`src/rtl/md_pkg.sv`:
```
// md_pkg: shared constants for the RV32M multiply/divide unit.
//   XLEN_DEF     default operand/result width
//   F3_*         funct3 encodings of the eight M-extension ops
//   S_*          FSM state codes used by muldiv_seq
//   is_signed_div(funct3) -> 1 for DIV and REM
package md_pkg;

  localparam int XLEN_DEF = 32;

  localparam logic [2:0] F3_MUL    = 3'b000;
  localparam logic [2:0] F3_MULH   = 3'b001;
  localparam logic [2:0] F3_MULHSU = 3'b010;
  localparam logic [2:0] F3_MULHU  = 3'b011;
  localparam logic [2:0] F3_DIV    = 3'b100;
  localparam logic [2:0] F3_DIVU   = 3'b101;
  localparam logic [2:0] F3_REM    = 3'b110;
  localparam logic [2:0] F3_REMU   = 3'b111;

  localparam logic [2:0] S_IDLE  = 3'd0;
  localparam logic [2:0] S_MUL   = 3'd1;
  localparam logic [2:0] S_DSET  = 3'd2;
  localparam logic [2:0] S_DITER = 3'd3;
  localparam logic [2:0] S_DFIX  = 3'd4;
  localparam logic [2:0] S_DONE  = 3'd5;

  function automatic logic is_signed_div(input logic [2:0] funct3);
    return (funct3 == F3_DIV) || (funct3 == F3_REM);
  endfunction

endpackage

```
`src/rtl/md_div_iter.sv`:
```
// md_div_iter: unsigned restoring divider core, RADIX_LOG2 quotient bits per step.
//   clk, rst   clock, asynchronous active-high reset
//   load       capture dividend/divisor, clear remainder and retire the first step
//   dividend   unsigned dividend (XLEN)
//   divisor    unsigned divisor (XLEN)
//   step       retire the next RADIX_LOG2 quotient bits
//   quotient   running / final quotient
//   remainder  running / final remainder
//   last       the step taken this cycle is the final one
// The load cycle already retires the first step, so a full divide is one load
// plus N-1 steps (N = XLEN/RADIX_LOG2); the step counter starts at N-1.
module md_div_iter
  import md_pkg::*;
#(
  parameter int XLEN       = XLEN_DEF,
  parameter int RADIX_LOG2 = 1
) (
  input  logic            clk,
  input  logic            rst,
  input  logic            load,
  input  logic [XLEN-1:0] dividend,
  input  logic [XLEN-1:0] divisor,
  input  logic            step,
  output logic [XLEN-1:0] quotient,
  output logic [XLEN-1:0] remainder,
  output logic            last
);

  localparam int N  = XLEN / RADIX_LOG2;
  localparam int CW = $clog2(N);

  logic [XLEN-1:0] rem_q, quo_q, div_q;
  logic [XLEN-1:0] rem_nx, quo_nx;
  logic [CW-1:0]   cnt_q;

  // One radix step: shift the next dividend bit into the partial remainder and
  // subtract the divisor whenever it fits. The partial remainder stays below the
  // divisor, so its 33-bit form always fits back into XLEN bits after each bit.
  function automatic logic [2*XLEN-1:0] div_round(input logic [XLEN-1:0] r_in,
                                                  input logic [XLEN-1:0] q_in,
                                                  input logic [XLEN-1:0] d);
    logic [XLEN:0]   t;
    logic [XLEN-1:0] r, q;
    r = r_in;
    q = q_in;
    for (int i = 0; i < RADIX_LOG2; i++) begin
      t = {r, q[XLEN-1]};
      q = {q[XLEN-2:0], 1'b0};
      if (t >= {1'b0, d}) begin
        t    = t - {1'b0, d};
        q[0] = 1'b1;
      end
      r = t[XLEN-1:0];
    end
    return {r, q};
  endfunction

  always_comb begin
    if (load) {rem_nx, quo_nx} = div_round('0, dividend, divisor);
    else      {rem_nx, quo_nx} = div_round(rem_q, quo_q, div_q);
  end

  // NOTE: state registers use non-blocking assignments so every flop samples
  // the pre-edge values regardless of block evaluation order.
  always_ff @(posedge clk or posedge rst) begin
    if (rst) begin
      rem_q <= '0;
      quo_q <= '0;
      div_q <= '0;
      cnt_q <= '0;
    end else if (load) begin
      rem_q <= rem_nx;
      quo_q <= quo_nx;
      div_q <= divisor;
      cnt_q <= CW'(N - 1);
    end else if (step && (cnt_q != '0)) begin
      rem_q <= rem_nx;
      quo_q <= quo_nx;
      cnt_q <= cnt_q - 1'b1;
    end
  end

  assign quotient  = quo_q;
  assign remainder = rem_q;
  assign last      = (cnt_q == CW'(1));

endmodule

```
`src/rtl/muldiv_seq.sv`:
```
// muldiv_seq: RV32M execute-stage multiply/divide unit.
//   clk, rst   clock, asynchronous active-high reset
//   start      op request, accepted only in IDLE and without flush
//   funct3     M-extension op select (MUL..REMU)
//   rs1, rs2   operands
//   flush      abort any in-flight op; no done, result untouched
//   busy       high while an op is in flight (MUL, DSET, DITER, DFIX)
//   done       one-cycle pulse, result valid
//   result     last completed result, held until the next done
// Multiplies take one registered cycle; divides run on md_div_iter with sign
// fix-up and RISC-V divide-by-zero / overflow results applied in DFIX.
// Build option: define MULDIV_FASTPATH_EN to skip the divide iterations when the
// divisor is zero or the signed op overflows (same result, shorter latency).
module muldiv_seq
  import md_pkg::*;
#(
  parameter int XLEN           = XLEN_DEF,
  parameter int DIV_RADIX_LOG2 = 1
) (
  input  logic            clk,
  input  logic            rst,
  input  logic            start,
  input  logic [2:0]      funct3,
  input  logic [XLEN-1:0] rs1,
  input  logic [XLEN-1:0] rs2,
  input  logic            flush,
  output logic            busy,
  output logic            done,
  output logic [XLEN-1:0] result
);

  logic [2:0]      state;
  logic [2:0]      f3_q;
  logic [XLEN-1:0] a_q, b_q;

  // ---------------- multiplier ----------------
  // Operands are extended to XLEN+1 bits with per-op signedness; the product of
  // two 33-bit values only repeats its sign above bit 63, so 64 bits are kept.
  logic                sa, sb;
  logic [XLEN:0]       a33, b33;
  logic [2*XLEN-1:0]   prod;
  logic [XLEN-1:0]     mul_res;

  assign sa   = (f3_q == F3_MULH) || (f3_q == F3_MULHSU);
  assign sb   = (f3_q == F3_MULH);
  assign a33  = {sa & a_q[XLEN-1], a_q};
  assign b33  = {sb & b_q[XLEN-1], b_q};
  assign prod = {{(XLEN-1){a33[XLEN]}}, a33} * {{(XLEN-1){b33[XLEN]}}, b33};
  assign mul_res = (f3_q == F3_MUL) ? prod[XLEN-1:0] : prod[2*XLEN-1:XLEN];

  // ---------------- divider ----------------
  logic            sd, neg_a, neg_b, div0, ovf;
  logic [XLEN-1:0] abs_a, abs_b, core_q, core_r, q_fix, r_fix, div_res;
  logic            div_load, div_step, div_last;

  assign sd    = is_signed_div(f3_q);
  assign neg_a = sd & a_q[XLEN-1];
  assign neg_b = sd & b_q[XLEN-1];
  assign abs_a = neg_a ? -a_q : a_q;
  assign abs_b = neg_b ? -b_q : b_q;
  assign div0  = (b_q == '0);
  assign ovf   = sd && (a_q == {1'b1, {(XLEN-1){1'b0}}}) && (b_q == '1);

  assign div_load = (state == S_DSET)  && !flush;
  assign div_step = (state == S_DITER) && !flush;

  md_div_iter #(
    .XLEN       (XLEN),
    .RADIX_LOG2 (DIV_RADIX_LOG2)
  ) u_div (
    .clk       (clk),
    .rst       (rst),
    .load      (div_load),
    .dividend  (abs_a),
    .divisor   (abs_b),
    .step      (div_step),
    .quotient  (core_q),
    .remainder (core_r),
    .last      (div_last)
  );

  // Special cases replace whatever the core produced.
  // NOTE: every output of this block gets a value on every path first, so no
  // latch can be inferred.
  always_comb begin
    q_fix = core_q;
    r_fix = core_r;
    if (div0) begin
      q_fix = '1;
      r_fix = a_q;
    end else if (ovf) begin
      q_fix = {1'b1, {(XLEN-1){1'b0}}};
      r_fix = '0;
    end else begin
      if (neg_a ^ neg_b) q_fix = -core_q;
      if (neg_a)         r_fix = -core_r;
    end
  end

  // REM/REMU have funct3[1] set, DIV/DIVU do not.
  assign div_res = f3_q[1] ? r_fix : q_fix;

  // ---------------- control ----------------
  always_ff @(posedge clk or posedge rst) begin
    if (rst) begin
      state  <= S_IDLE;
      f3_q   <= '0;
      a_q    <= '0;
      b_q    <= '0;
      result <= '0;
    end else if (flush) begin
      state <= S_IDLE;
    end else begin
      case (state)
        S_IDLE: if (start) begin
          f3_q  <= funct3;
          a_q   <= rs1;
          b_q   <= rs2;
          state <= funct3[2] ? S_DSET : S_MUL;
        end
        S_MUL: begin
          result <= mul_res;
          state  <= S_DONE;
        end
`ifdef MULDIV_FASTPATH_EN
        S_DSET:  state <= (div0 || ovf) ? S_DFIX : S_DITER;
`else
        S_DSET:  state <= S_DITER;
`endif
        S_DITER: if (div_last) state <= S_DFIX;
        S_DFIX: begin
          result <= div_res;
          state  <= S_DONE;
        end
        S_DONE:  state <= S_IDLE;
        default: state <= S_IDLE;
      endcase
    end
  end

  assign busy = (state == S_MUL) || (state == S_DSET) ||
                (state == S_DITER) || (state == S_DFIX);
  assign done = (state == S_DONE);

endmodule

```
`config.mk`:
```
export PLATFORM = sky130hd
export DESIGN_NAME = muldiv_seq
export DESIGN_NICKNAME = d
export VERILOG_FILES = /design/src/rtl/md_pkg.sv /design/src/rtl/md_div_iter.sv /design/src/rtl/muldiv_seq.sv
export SDC_FILE = /design/constraint.sdc
export NUM_CORES = 2
export LEC_CHECK = 0
export BUFFER_PORTS_ARGS = -buffer_cell sky130_fd_sc_hd__buf_4
export CORE_MARGIN = 2
export CORE_UTILIZATION = 44
export CTS_CLUSTER_DIAMETER = 150
export CTS_CLUSTER_SIZE = 40
export DETAILED_ROUTE_END_ITERATION = 10
export MAX_ROUTING_LAYER = met4
export SLEW_MARGIN = 20
export SYNTH_ARGS = -nofsm -noshare
export SYNTH_HDL_FRONTEND = slang
export SYNTH_HIERARCHICAL = 1
export SYNTH_SLANG_ARGS = --single-unit
```
`constraint.sdc`:
```
create_clock -name clk -period 10.7 [get_ports clk]
set_input_delay 0.535 -clock clk [delete_from_list [all_inputs] [get_ports clk]]
set_output_delay 0.535 -clock clk [all_outputs]
set_load 0.02 [all_outputs]
```
==> impl_results.md <==
- Filler cell count: 11600
- Post-Synth Adder-Cell Area: 0.489
- Vias per cell: 5.53
- Synthesis-to-layout area growth: 5.31%
- Root Driver: clkbuf_16
- Cells taking the most area after synthesis: fa_1, dfrtp_1, inv_1
- Critical path launch point type: flop
- Drc violations: 0
- R2R cell count: 26
- Post-synth EDFFs: 0
- Share of post-route cells with drive strength above 1: 0.0666
- CTS buffer count: 9
- Mean Syn Cell Area: 8.76 um^2
- Critical path arrival: 10.36 ns
- I/O pin count: 105
- Register bit count reported by yosys: about 200
- Post-synthesis compound-gate area fraction: 0.0863
- Actual slew at the worst max-slew pin: 1.14 ns
- Slowest-stage cell, CP: fa_1
- Status: finished, final reports clean
- Clock sink count: 203
- RSZ-0062 raised after global routing: false
- Final ANT Viol Nets: 0
- Sequential area share after synthesis: 0.0965
- Post-Syn Nets: ~7500
- Critical Path Max Stage Delay: 0.87 ns
- Final Hold Viols: 0
- Hold WC Path Type: in2async
- Die W: roughly 350 um
- Crit path kind: reg2reg
- Routability Congestion: 0.998
- Setup bufs post-CTS: 0
- Via count: 41500
- Final period utilization: 0.924
- Bufs on Longest Clock Path: 3
- DP HPWL: 146000 um
- Post-synth top area share: 0.428
- Yosys top cell by area: fa_1
- Post-Route WL: about 180000 um
- Post-synth ARST share: 1.00
- # port buffers: around 100
- CP endpoint kind: flop
- Initial antenna violation count: 12
- Post-Synth XOR/XNOR Area: 0.0366
- Clock-pin slew on the worst setup and hold paths: 0.18 ns
- 1st-iter DRT viols: ~3700
- Required time of the critical path: 11.18 ns
- Top delay family on crit path: adder cells
- Final Setup Violations: 0
- Post-synthesis mux area share: 0.0252
- Distinct cells, synth: 91
- Pin count of the biggest net entering global routing: just under 100
- Grt ovf: 0
- Crit path buf inv count: 6
- Area of the die: around 120000 um^2
- Largest family of logic cells by synthesized area: adder cells
- # H-tree levels: 1
- Mapped cell area: approximately 53000 um^2
- Max cap viols: 0
- Crit Path Max Fanout: 15
- Most common cell type on the critical path: fa_1
- Post-Synth Simple-Gate Area: 0.151
- Highest-count cells in the layout ignoring fill and taps: inv_1, fa_1, nand2_1, and2_1, ha_1
- Commonest non-fill, non-tap cell in the layout: inv_1
- Multi-input logic area: 41500 um^2
- Fin. max-slew vios: 0
- Synth Warn #: 6
- Number of nets in the layout: 7339
- CTS Hold Bufs: 0
- Slew headroom: 0.240
- Fmax: 101 MHz
- Global-route wire length before repair: approximately 280000 um
- TritonCTS clock tree: done
- Die height: 350 um
- GRT Total Usage: 0.311
- Detailed-route wire length per cell: 24.0 um
- Clock Latency Late Sink: 0.55 ns
- Stages on worst setup path: 26
- Reg area: a little over 5000 um^2
- Vias in the first global route: ~43000
- # rows: roughly 130
- Starting Density: 0.444
- TNS Setup: 0 ns
- CTS-repair resized insts: 0
- Core area: 118000 um^2
- Syn Inst Count: 6010
- Main synth FF type: dfrtp_1
- Worst Clk Skew: roughly 0.061 ns
- Pre-antenna DRT Iters: 6
- Min cycle time layout: around 9.9 ns
==> worst paths after layout <==
path,from,end,slack [ns]
max,f3_q[0],result[31],0.82
min,rst,u_div/quotient[8],0.01
max reg2reg,f3_q[0],result[31],0.82
min reg2reg,result[1],result[1],0.51
max in group asynchronous,rst,b_q[19],9.21
min in group clk,flush,state[2],0.18
==> Yosys cell counts (8+ instances only) <==
cell      instances
or3_1            24
o41ai_1          10
nor2_1          178
and3_1           18
buf_1            74
a22oi_1          11
o21bai_1         17
o21ai_0         245
buf_2            10
ha_1            254
nand4_1          27
clkbuf_1        288
a211oi_1         17
nor4_1           31
or4_1            12
mux2i_1          54
o22ai_1           8
inv_1          1238
fa_1           1126
nor2b_1          12
dfrtp_1         203
nor3_1           49
o211ai_1         17
a221oi_1         10
mux2_2           70
a21oi_1         218
nand3_1          38
nand2b_1         16
and2_1          316
xnor2_1         128
a31oi_1          25
or2_2            11
xor2_1           92
nand2_1         965
o21a_1           21
o31ai_1          17
a21o_1           47
==> cell type report <==
| class | instances | share of cell area |
|---|---|---|
| Timing Repair Buffer | 244 | 0.0337 |
| Sequential cell | 203 | 0.0921 |
| Clock inverter | 2 | 0.000700 |
| Antenna cell | 7 | 0.000316 |
| Inverter | 1239 | 0.0840 |
| Multi-Input combinational cell | 4191 | 0.749 |
| Tap cell | 1600 | 0.0361 |
| Clock buffer | 11 | 0.00420 |
==> worst reg2reg max path, stage by stage (launching register included) <==
cell      delay, ns
dfrtp_1        0.52
xnor2_1        0.22
nor2_2         0.75
nand2_1        0.31
fa_1           0.60
fa_1           0.51
inv_1          0.07
fa_1           0.88
inv_1          0.36
fa_1           0.68
inv_1          0.51
fa_1           0.55
fa_1           0.51
fa_1           0.49
inv_1          0.05
fa_1           0.47
inv_1          0.04
ha_1           0.32
inv_1          0.12
o21bai_1       0.09
a21o_1         0.21
nand2_1        0.07
a21boi_0       0.21
or3_1          0.42
o21ai_0        0.34
mux2_2         0.39
a22oi_1        0.16
==> routing by layer <==
| layer | wire (um) | share of wire | track usage | vias to the layer above |
|---|---|---|---|---|
| met4 | 7570 | 0.042 | 0.104 | 0 |
| met3 | 14200 | 0.079 | 0.0496 | 272 |
| met5 | 0 | 0 | - | - |
| met2 | 83000 | 0.46 | 0.486 | 1663 |
| li1 | - | - | - | 17900 |
| met1 | 75500 | 0.42 | 0.413 | 21600 |
==> cell families after synthesis <==
family          Yosys count
fa+ha+maj              1380
buf+inv                1616
simple gates           1727
xor+xnor                220
mux                     124
flops                   203
compound gates          740
==> through the flow <==
step / hold WS [ns] / instance area, um^2 / util / worst slack [ns] / instances
final: 0.0113 / 55400 / 0.468 / 0.816 / 7497
after detailed placement: 0.480 / 55100 / 0.466 / 0.913 / 7477
after global routing: 0.0393 / 55400 / 0.468 / 0.373 / 7496
after CTS: 0.0251 / 55400 / 0.468 / 0.868 / 7490
after global placement: 0.468 / 55100 / 0.466 / 1.08 / 7477
after floorplan: 0.485 / 52600 / - / 2.17 / 6010
==> state kept, by name, summed over array words and instances (netlist names) <==
name	cells
a_q	32
u_div/cnt_q	5
u_div/quotient	32
f3_q	3
u_div/div_q	32
u_div/remainder	32
result	32
state	3
b_q	32
Power is not shown: default switching activity piles up to over one toggle a cycle in this logic, so the estimate is an artifact.
